$ cat src/rtl/gb_csr_bank.sv
// gb_csr_bank: parametrised ghostbus local decoder.
// It provides NREG CSRs with write strobes and optional read-only hardware
// mapping, one RAM region with a user read port, address-window fan-out to
// NCHILD child buses, and registered read-data return.
// Optional macro GB_CSR_BANK_RDPIPE_EN adds one more register stage on the
// read return, which makes the local and child read latency 2 cycles.
module gb_csr_bank #(
  parameter int              AW       = 12,
  parameter int              DW       = 32,
  parameter int              NREG     = 8,
  parameter int              RW       = 8,
  parameter logic [NREG-1:0] RO_MASK  = '0,
  parameter int              RAM_AW   = 3,
  parameter int              RAM_DW   = 4,
  parameter int              RAM_BASE = 'h40,
  parameter int              CWIN     = 9,
  parameter int              NCHILD   = 2
) (
  input  logic                                        gb_clk,
  input  logic                                        gb_rst,
  input  logic [AW-1:0]                               gb_addr,
  input  logic [DW-1:0]                               gb_dout,
  input  logic                                        gb_we,
  output logic [DW-1:0]                               gb_din,
  output logic [NREG*RW-1:0]                          reg_q,
  output logic [NREG-1:0]                             reg_stb,
  input  logic [NREG*RW-1:0]                          reg_hw,
  input  logic [RAM_AW-1:0]                           ram_raddr,
  output logic [RAM_DW-1:0]                           ram_rdata,
  // With NCHILD=0 the child ports keep one tied-off slot, because a
  // zero-width port is not legal.
  output logic [((NCHILD > 0) ? NCHILD : 1)*AW-1:0]   child_addr,
  output logic [((NCHILD > 0) ? NCHILD : 1)-1:0]      child_we,
  input  logic [((NCHILD > 0) ? NCHILD : 1)*DW-1:0]   child_din
);

  localparam int RAM_N = 2 ** RAM_AW;
  localparam int SW    = $clog2(NCHILD + 2);

  // Encoding of the region select: 0 = none, 1 = local, k+2 = child k.
  localparam logic [SW-1:0] SEL_NONE  = SW'(0);
  localparam logic [SW-1:0] SEL_LOCAL = SW'(1);

  // A RAM region that is misaligned or overlaps the CSRs cannot be decoded.
  if ((RAM_BASE % RAM_N) != 0 || RAM_BASE < NREG ||
      RAM_BASE + RAM_N > 2 ** CWIN) begin : g_bad_ram_base
    $error("gb_csr_bank: RAM_BASE must be 2**RAM_AW aligned, >= NREG and inside the local window");
  end

  logic [AW-CWIN-1:0] win;
  logic [CWIN-1:0]    off;
  logic [31:0]        win32;
  logic [31:0]        off32;
  logic               is_local;
  logic               is_ram;
  logic               wr_local;
  logic [RAM_AW-1:0]  ram_widx;
  logic [SW-1:0]      sel_d;
  logic [SW-1:0]      sel_q;
  logic [DW-1:0]      rd_val;
  logic [DW-1:0]      local_q;
  logic [DW-1:0]      ret;
  logic [RAM_DW-1:0]  ram [RAM_N];

  // Host data bits above RW/RAM_DW are discarded, and reg_hw slices of
  // writable CSRs are never read.
  logic unused_bits;
  assign unused_bits = ^{gb_dout, reg_hw};

  assign win      = gb_addr[AW-1:CWIN];
  assign off      = gb_addr[CWIN-1:0];
  assign win32    = 32'(win);
  assign off32    = 32'(off);
  assign is_local = (win32 == 32'd0);
  assign is_ram   = (off32 >= 32'(RAM_BASE)) && (off32 < 32'(RAM_BASE + RAM_N));
  assign wr_local = gb_we && is_local;
  assign ram_widx = off[RAM_AW-1:0];

  // Each child sees the window offset and a write enable for its own window.
  if (NCHILD > 0) begin : g_child
    for (genvar k = 0; k < NCHILD; k++) begin : g_k
      assign child_addr[k*AW +: AW] = AW'(off);
      assign child_we[k]            = gb_we && (win32 == 32'(k + 1));
    end
  end else begin : g_nochild
    assign child_addr = '0;
    assign child_we   = '0;
  end

  // Which region answers the current address: local, one child, or none.
  always_comb begin
    sel_d = SEL_NONE;
    if (is_local) begin
      sel_d = SEL_LOCAL;
    end else if (win32 >= 32'd1 && win32 <= 32'(NCHILD)) begin
      sel_d = SW'(win32 + 32'd1);
    end
  end

  // Local read data: CSR value, hardware value for read-only CSRs, or RAM.
  always_comb begin
    rd_val = '0;
    for (int i = 0; i < NREG; i++) begin
      if (off32 == 32'(i)) begin
        rd_val = RO_MASK[i] ? DW'(reg_hw[i*RW +: RW]) : DW'(reg_q[i*RW +: RW]);
      end
    end
    if (is_ram) begin
      rd_val = DW'(ram[ram_widx]);
    end
  end

  // CSR storage and one-cycle strobes; writes to read-only CSRs are dropped.
  always_ff @(posedge gb_clk or posedge gb_rst) begin
    if (gb_rst) begin
      reg_q   <= '0;
      reg_stb <= '0;
    end else begin
      for (int i = 0; i < NREG; i++) begin
        reg_stb[i] <= wr_local && (off32 == 32'(i)) && !RO_MASK[i];
        if (wr_local && (off32 == 32'(i)) && !RO_MASK[i]) begin
          reg_q[i*RW +: RW] <= gb_dout[RW-1:0];
        end
      end
    end
  end

  // RAM contents survive reset; writes are blocked while reset is high.
  always_ff @(posedge gb_clk) begin
    if (wr_local && is_ram && !gb_rst) begin
      ram[ram_widx] <= gb_dout[RAM_DW-1:0];
    end
  end

  // Registered user RAM port, local read data and region select.
  always_ff @(posedge gb_clk or posedge gb_rst) begin
    if (gb_rst) begin
      ram_rdata <= '0;
      local_q   <= '0;
      sel_q     <= SEL_NONE;
    end else begin
      ram_rdata <= ram[ram_raddr];
      local_q   <= (is_local && !gb_we) ? rd_val : '0;
      sel_q     <= sel_d;
    end
  end

  // Return mux steered by the region selected one cycle earlier.
  always_comb begin
    ret = '0;
    if (sel_q == SEL_LOCAL) begin
      ret = local_q;
    end
    for (int k = 0; k < NCHILD; k++) begin
      if (sel_q == SW'(k + 2)) begin
        ret = child_din[k*DW +: DW];
      end
    end
  end

`ifdef GB_CSR_BANK_RDPIPE_EN
  logic [DW-1:0] din_q;

  // Extra return stage for timing closure on wide decoders.
  always_ff @(posedge gb_clk or posedge gb_rst) begin
    if (gb_rst) begin
      din_q <= '0;
    end else begin
      din_q <= ret;
    end
  end

  assign gb_din = din_q;
`else
  assign gb_din = ret;
`endif

endmodule

$ cat config.mk
export PLATFORM = sky130hd
export DESIGN_NAME = gb_csr_bank
export DESIGN_NICKNAME = d
export VERILOG_FILES = /design/src/rtl/gb_csr_bank.sv
export SDC_FILE = /design/constraint.sdc
export NUM_CORES = 1
export LEC_CHECK = 0
export ABC_AREA = 1
export ABC_CLOCK_PERIOD_IN_PS = 2900
export CAP_MARGIN = 40
export CORE_MARGIN = 5
export CORE_UTILIZATION = 36
export DETAILED_ROUTE_END_ITERATION = 10
export PLACE_DENSITY = 0.87
export SYNTH_ARGS = -nofsm -noshare
export SYNTH_HDL_FRONTEND = slang
export SYNTH_SLANG_ARGS = --single-unit
$ cat constraint.sdc
create_clock -name gb_clk -period 2.9 [get_ports gb_clk]
set_clock_uncertainty 0.2 [all_clocks]
set_input_delay 0.435 -clock gb_clk [delete_from_list [all_inputs] [get_ports gb_clk]]
set_output_delay 0.435 -clock gb_clk [all_outputs]
set_load 0.005 [all_outputs]
==> results of run 1 <==
==> worst max-delay path, stage by stage, from the launching register on <==
cell and delay (ns):
dfrtp_1 0.38, nor2_1 0.37, nand2_1 0.18, nand3_1 0.13
clkdlybuf4s50_1 0.50
==> how the worst max path moves through the flow <==
stage,startpoint,end,slack (ns)
2_1_floorplan,gb_rst,local_q[0],0.04
3_3_place_gp,gb_addr[0],local_q[7],0.23
3_5_place_dp,gb_addr[10],ram[1][2],0.10
4_1_cts,sel_q[1],gb_din[4],0.24
5_1_grt,sel_q[1],gb_din[6],0.17
6_report,sel_q[1],gb_din[2],0.29
==> area by class of cell <==
type	instances	area [sq um]	share of cell area (%)
Clock buffer	25	538	6.01
Clock inverter	7	86.3	0.965
Inverter	70	277	3.09
Multi-Input combinational cell	452	2340	26.1
Sequential cell	118	3110	34.8
Tap cell	220	275	3.08
Timing Repair Buffer	235	2320	25.9
==> Yosys cell counts (all sizes together) <==
master | instances | area share (%)
o211ai | 6 | 0.75
nor2 | 75 | 6.2
o21ai | 97 | 8.6
o22ai | 8 | 0.83
or2 | 1 | 0.10
a41oi | 2 | 0.29
buf | 31 | 4.3
nand2 | 173 | 12
a22o | 24 | 3.5
clkbuf | 11 | 0.69
dfrtp | 86 | 36
a21oi | 13 | 1.1
conb | 1 | 0.062
o31ai | 1 | 0.13
o2111ai | 3 | 0.44
a211oi | 1 | 0.13
nand4 | 10 | 1.0
inv | 70 | 4.6
nand3 | 17 | 1.4
nand3b | 1 | 0.13
nor3 | 7 | 0.85
ha | 3 | 0.62
edfxtp | 32 | 16
a31oi | 4 | 0.42
==> through the flow <==
step | cell area (sq um) | utilization, % | setup slack (ns)
final | 8950 | 54.3 | 0.294
after global routing | 8950 | 54.3 | 0.168
after detailed placement | 8320 | 50.5 | 0.105
after floorplan | 6030 | - | 0.0432
after CTS | 8950 | 54.3 | 0.242
after global placement | 8320 | 50.5 | 0.228
==> sequential cells by signal, indices dropped and copies added (netlist names) <==
register / flops
ram: 32
ram_rdata: 4
reg_stb: 8
reg_q: 64
sel_q: 2
local_q: 8
==> cell families after synthesis <==
group                    after synthesis  share of synthesized area, %
AND/OR/NAND/NOR                      284                          21.8
AO/OA/AOI/OAI                        159                          16.1
flip-flops                           118                          51.8
buffers and inverters                112                          9.58
adder cells (fa/ha/maj)                3                         0.625
other                                  1                        0.0624
==> power by group <==
| group | internal, mW | switching, mW | total [mW] |
|---|---|---|---|
| registers | 1.72 | 0.00605 | 1.73 |
| clock network | 1.45 | 0.724 | 2.18 |
| logic | 0.227 | 0.205 | 0.432 |
==> metal layers <==
layer / track usage, % / vias up
li1: - / 2686
met1: 25.0 / 2689
met2: 33.8 / 311
met3: 5.76 / 43
met4: 7.16 / 0
met5: 0 / -
==> flow_metrics.tcl, run 1 <==
set metrics [dict create \
    outcome "complete, no violations" \
    dr_wl_met3_mm 1.74 \
    yosys_warnings 0 \
    whs_ns 0.146 \
    die_h_um 139 \
    grt_pass1_vias 5751 \
    final_common_cell "clkdlybuf4s50_1" \
    period_share_pct 89.9 \
    cts-root-buf "clkbuf_16" \
    antenna_found_initial 0 \
    dp_hpwl_mm 14.9 \
    syn_inst 677 \
    post-cts-setup-buffers 0 \
    grt_pass1_wl_mm 31.0 \
    grt_max_degree 83 \
    hold_viol_final 0 \
    met2_length_mm 9.64 \
    yosys_register_bits 118 \
    first_pass_iters 5 \
    ioPinCount 312 \
    layout.cells.non_filler 1127 \
    clk_pin_slew_ns 0.05 \
    p_per_area_nw_per_um2 485 \
    dieWidth_um 139 \
    dp_cells 1095 \
    max-cap-violations 0 \
    worstSkewPairLatency_ns 0.41 \
    ff2ff_path_depth 6 \
    r2r_slack_ns 1.40 \
    tritoncts "built" \
    setup_total_negative_slack_ns 0 \
    setup_viol 0 \
    synth.cell_area_sq_um 6010 \
    num_vias 5729 \
    wl_met1_mm 7.94 \
    h-tree-depth 4 \
    totalPowerFinal_mw 4.34 \
    layout_common_cells "217 x clkdlybuf4s50_1, 160 x nand2_1, 86 x dfrtp_1" \
    cts_buffers 17 \
    irDropWorstVdd_uv 460 \
    drtIter0Drc 556 \
    cp-start-kind "flop" \
    grt-ovfl-total 0 \
    wirelength_mm 19.9 \
    drcViolationCount 0 \
    post_drt_wl_per_cell_um 17.7 \
    num_rows 47 \
    p_leak_nw 3.87 \
    fillers 1417 \
    endpoint_kind "output pin" \
    routabilityCongestion 0.902 \
    highest_layer "met4" \
    period_needed_ns 2.61 \
    track_usage_pct 20.2 \
    crit_arrival_ns 1.97 \
    initial_utilization_pct 36.5 \
    grt_setup_unrepaired "no" \
    cts_hold_buffers 0 \
    cp_max_fo 8 \
    finalNetCount 1075 \
    clkSinkCount 118 \
    die_area_sq_um 19400 \
    synth.distinct_cells 38 \
    yosysSeqAreaShare_pct 51.8 \
    n_antenna_cell 0 \
    maxSlewViolCount 0 \
    drive_gt1_share_pct 11.4 \
    critPathKind "flop to output pin" \
    r2r-end "local_q[7]" \
    ant_nets 0 \
    cts-resized-gates 0 \
    synthToLayoutAreaGrowth_pct 48.9 \
    cp_data_required_time_ns 2.27 \
    cts_buffer_depth 2 \
    hold_path.class "primary input to async pin" \
    vias_per_cell 5.08 \
    numPortBuffers 217 \
    max_freq_mhz 384 \
    synth_area_per_cell_sq_um 8.87 \
    core-area_sq_um 16500 \
    r2r_start "reg_q[7]" \
]
Power figures use the tool's default switching activity.
==> inputs of run 2 (changes only) <==
--- a/config.mk
+++ b/config.mk
@@ -6,12 +6,13 @@
 export NUM_CORES = 1
 export LEC_CHECK = 0
 export ABC_AREA = 1
-export ABC_CLOCK_PERIOD_IN_PS = 2900
+export ABC_CLOCK_PERIOD_IN_PS = 3300
 export CAP_MARGIN = 40
 export CORE_MARGIN = 5
-export CORE_UTILIZATION = 36
+export CORE_UTILIZATION = 43
 export DETAILED_ROUTE_END_ITERATION = 10
-export PLACE_DENSITY = 0.87
+export PLACE_DENSITY = 0.95
+export SLEW_MARGIN = 20
 export SYNTH_ARGS = -nofsm -noshare
 export SYNTH_HDL_FRONTEND = slang
 export SYNTH_SLANG_ARGS = --single-unit
==> constraint.sdc (replaced) <==
create_clock -name gb_clk -period 3.3 [get_ports gb_clk]
set_clock_uncertainty 0.2 [all_clocks]
set_input_delay 0.495 -clock gb_clk [delete_from_list [all_inputs] [get_ports gb_clk]]
set_output_delay 0.495 -clock gb_clk [all_outputs]
set_load 0.005 [all_outputs]
==> flow_metrics.tcl, run 2 (synthesis gave the netlist of run 1 again) <==
set metrics [dict create \
    wirelength_mm 20.0 \
    post_drt_wl_per_cell_um 18.5 \
    cts_buffers 17 \
    cts-resized-gates 0 \
    first_pass_iters 6 \
    layout_common_cells "217 x clkdlybuf4s50_1, 160 x nand2_1, 86 x dfrtp_1" \
    dp_hpwl_mm 14.4 \
    grt-ovfl-total 0 \
    crit_arrival_ns 2.35 \
    clkSinkCount 118 \
    post-cts-setup-buffers 0 \
    ant_nets 0 \
    final_common_cell "clkdlybuf4s50_1" \
    core-area_sq_um 13800 \
    hold_viol_final 0 \
    synthToLayoutAreaGrowth_pct 46.9 \
    dp_cells 1047 \
    cp_data_required_time_ns 2.60 \
    numPortBuffers 217 \
    drive_gt1_share_pct 10.3 \
    seqCellArea_sq_um 3110 \
    hold_path.class "primary input to async pin" \
    antenna_found_initial 0 \
    grt_setup_unrepaired "no" \
    drcViolationCount 0 \
    grt_pass1_wl_mm 31.2 \
    stdcell_area_sq_um 8830 \
    vias_per_cell 5.38 \
    multiInputGateArea_sq_um 2340 \
    totalPowerFinal_mw 3.81 \
    num_vias 5805 \
    dieWidth_um 128 \
    irDropWorstVdd_uv 340 \
    cts_buffer_depth 2 \
    setup_total_negative_slack_ns 0 \
    fillers 1004 \
    tightest_slew_ns 0.663 \
    layout.cells.non_filler 1079 \
    r2r_start "reg_q[5]" \
    outcome "complete, no violations" \
    place_area_sq_um 8210 \
    die_area_sq_um 16400 \
    track_usage_pct 24.3 \
    cts-root-buf "clkbuf_16" \
    grt_max_degree 83 \
    tritoncts "built" \
    cts_hold_buffers 0 \
    worstSkewPairLatency_ns 0.42 \
    largest_reg_flops 64 \
    setup_viol 0 \
    max-cap-violations 0 \
    finalNetCount 1067 \
    clk_pin_slew_ns 0.05 \
    period_needed_ns 3.05 \
    max-slew-margin-rel_pct 55.7 \
    regMostFlops "reg_q" \
    period_share_pct 92.4 \
    startpoint "sel_q[0]" \
    grt_pass1_vias 5915 \
    critPathKind "flop to output pin" \
    drtIter0Drc 523 \
    ioPinCount 312 \
    endpoint_kind "output pin" \
    h-tree-depth 4 \
    max_freq_mhz 328 \
    p_leak_nw 3.82 \
    p_per_area_nw_per_um2 432 \
    cp_max_fo 21 \
    initial_utilization_pct 43.6 \
    routabilityCongestion 0.936 \
    n_antenna_cell 0 \
    num_rows 43 \
    maxSlewViolCount 0 \
    reg_top3 "reg_q: 64 flops, ram: 32 flops" \
    cp-start-kind "flop" \
    die_h_um 128 \
]
==> run 2: worst paths after layout <==
path	endpoint	slack, ns	cells after the start
worst max-delay path	gb_din[25]	0.25	6
worst min-delay path	ram_rdata[3]	0.19	2
worst max register to register	local_q[5]	1.78	6
worst min register to register	reg_q[14]	0.32	2
max in group asynchronous	reg_q[59]	2.05	3
min in group gb_clk	reg_q[14]	0.32	2
==> run 2: where the power goes <==
group / internal, mW / leakage [nW] / switching [mW]
combinational: 0.194 / 2.09 / 0.179
sequential: 1.51 / 1.43 / 0.00554
clock: 1.29 / 0.302 / 0.627
==> run 2: stage by stage <==
stage | setup slack [ns] | util, % | hold WS, ns
floorplan | 0.383 | - | 0.298
global placement | 0.494 | 59.6 | 0.296
detailed placement | 0.434 | 59.6 | 0.301
CTS | 0.238 | 64.1 | 0.175
global route | 0.0784 | 64.1 | 0.176
finish | 0.252 | 64.1 | 0.191
==> run 2: final cells by class <==
class | instances | share of cell area (%)
flip-flops and latches | 118 | 35.3
repair buffers | 227 | 25.6
clock inverters | 11 | 1.76
inverters | 70 | 3.13
clock buffers | 21 | 5.22
multi-input cells | 452 | 26.5
well taps | 180 | 2.55
==> run 2: critical path, cell delays in order (launching register included) <==
cell,delay [ns]
dfrtp_1,0.37
inv_1,0.07
nand2_1,0.05
inv_1,0.47
buf_4,0.31
a22o_1,0.16
clkdlybuf4s50_1,0.52
==> run 2: per-layer routing <==
layer	up-vias	global-route usage, %	wire length [um]
met5	-	0	0
met4	0	10.2	736
met3	63	7.29	2160
met2	404	40.6	9800
met1	2674	29.2	7310
li1	2664	-	-
==> patch: new RTL, config.mk and constraints of run 1 <==
Change the parameter `AW` from 12 to 10.
--- a/src/rtl/gb_csr_bank.sv
+++ b/src/rtl/gb_csr_bank.sv
@@ -5,7 +5,7 @@
 // Optional macro GB_CSR_BANK_RDPIPE_EN adds one more register stage on the
 // read return, which makes the local and child read latency 2 cycles.
 module gb_csr_bank #(
-  parameter int              AW       = 12,
+  parameter int              AW       = 10,
   parameter int              DW       = 32,
   parameter int              NREG     = 8,
   parameter int              RW       = 8,
Ports: changed (resized child_addr and gb_addr); port bits go from 312 to 306. The function was not compared with the original's and may differ.
==> patch against run 1 <==
Total power rose by 0.34%. Synthesized area fell by 1.2%. Worst setup slack got worse by 0.098 ns. Core utilization rose by 0.17 points. Die area fell by 1.1%. Sequential cell count did not move. Routed wire length rose by 6.0%. Design area fell by 0.41%. Register-to-register slack improved by 0.05 ns. Largest power group unchanged.
==> patch: results (changes against run 1) <==
Setup path
  – R2R Path End: local_q[1]
  – R2R Path Start: ram[7][1]
  – FF-to-FF setup slack: 1.45 ns (+0.05 ns)
  – CP endpoint: gb_din[18]
  – CP Launch Point: sel_q[0]
  – R2R cell count: 5 (-1)
  – Critical Path Fanout Max: 15 (+7)
  – Data arrival, critical path: 2.07 ns (+0.10 ns)
  – Slowest cell on crit path: clkdlybuf4s50_1
  – Crit-path max cell delay: 0.52 ns (+0.02 ns)
  – Top cell family by delay on the critical path: buffers and inverters

Drt
  – Drt total wl: 21110 um (+6.0%)
  – Drt pass-1 iters: 5 (unchanged)
  – Vias/cell: 5.086 (about the same)
  – Initial DRC Count: 376 (-32%)

Worst hold path
  – Min-Delay Path Class: in -> async

Clocking
  – Maximum clock path buffer count: 2 (unchanged)
  – Setup Buffers After CTS: 0 (unchanged)
  – CTS HTree Levels: 4 (unchanged)
  – Post-CTS Resized: 0 (unchanged)
  – Clk_lat worst skew: between 0.4 and 0.5 ns
  – Root buffer cell: clkbuf_16
  – Reg clk slew, reported paths: 0.06 ns
  – Num CTS Buffers: 17 (unchanged)

Layout
  – Final Net Count: 1061 (-1.3%)
  – Biggest regs: reg_q (64), ram (32)
  – Proportion of layout cells with a drive suffix above 1: 0.1403 (+0.02675)
  – Diode count: 0 (unchanged)

Placement
  – Port bufs: 214 (-1.4%)
  – Final Wtd Congestion: 0.9270 (+2.8%)
  – Detail Placement HPWL: 16040 um (+7.5%)
  – Setup WS pre-CTS: 0.2095 ns (+0.1050 ns)

Status
  – Outcome: finished clean

Synth
  – Syn. warnings: 0 (unchanged)
  – Commonest cells in the netlist: nand2_1, dfrtp_1, inv_1, o21ai_0, edfxtp_1
  – Yosys cell types: 35 (-7.9%)
  – Ys async rst share: 0.7288 (unchanged)
  – Synth area leaders: dfrtp_1, edfxtp_1, nand2_1
  – Seq/Total Area, Yosys: 0.5246 (+0.006337)
  – EDFF count, synth: 32 (unchanged)

Global route
  – Largest net degree at the start of global routing: 37 (-55%)
  – First-pass GRT wire length: 32830 um (+6.1%)
  – Vias in the first global route: 5932 (+3.1%)
  – Total track usage: 0.2167 (+0.01474)
  – Initial antenna violation count: 0 (unchanged)

Pwr
  – Worst VDD drop: 0.4278 mV (-7.0%)
  – Leak: 3.851 nW (-0.47%)

Timing
  – Final Worst Setup Slack: 0.1960 ns (-0.09812 ns)
  – Worst Tran Pin Value: ~0.59 ns
patch: changes by cell type after synthesis, sizes merged, moves of 2 or more:
cell	change
o22ai	-3
a21oi	+3
nor4	+3
nand3	+15
buf	+3
ha	-3
a41oi	-2
o21ai	-11
nor2	-35
or2	+8
o211ai	+7
nor3	-2
patch: stage by stage:
step / area [sq um] / hold WS [ns] / utilization / power [mW] / cells
final: 8910 / 0.1718 / 0.5450 / 4.351 / 1118
after global placement: 8318 / 0.2881 / 0.5088 / 2.273 / 1086
after global routing: 8910 / 0.1973 / 0.5450 / 4.481 / 1118
after floorplan: 5942 / 0.2664 / - / 1.961 / 666
after detailed placement: 8318 / 0.2950 / 0.5088 / 2.284 / 1086
after CTS: 8907 / 0.1758 / 0.5448 / 4.359 / 1118
patch: report_power, final:
part / switching, mW / internal (mW) / leakage, nW / total [mW]
registers: 0.0157 / 1.73 / 1.47 / 1.75
logic: 0.235 / 0.276 / 2.11 / 0.511
clock network: 0.756 / 1.34 / 0.277 / 2.09
total: 1.01 / 3.34 / 3.85 / 4.35
patch: cell type report:
class                   instances  area [sq um]
flip-flops and latches        118          3113
multi-input cells             432          2270
clock inverters                14         160.2
well taps                     220         275.3
clock buffers                  18         429.2
fillers                      1423          7438
repair buffers                245          2387
inverters                      71         275.3
patch: cell families after synthesis:
| group | count (synthesis) | synth area share |
|---|---|---|
| simple gates | 274 | 0.2127 |
| compound gates | 155 | 0.1674 |
| flops | 118 | 0.5246 |
| buf+inv | 116 | 0.09467 |
| other cells | 1 | 0.0006319 |
patch: routing by layer:
layer  up-vias  global-route usage  part of all wire
li1       2657                   -                 -
met1      2628              0.2460              0.38
met2       361              0.3947              0.51
met3        40             0.06008             0.089
met4         0             0.06864             0.021
met5         -                   0                 0
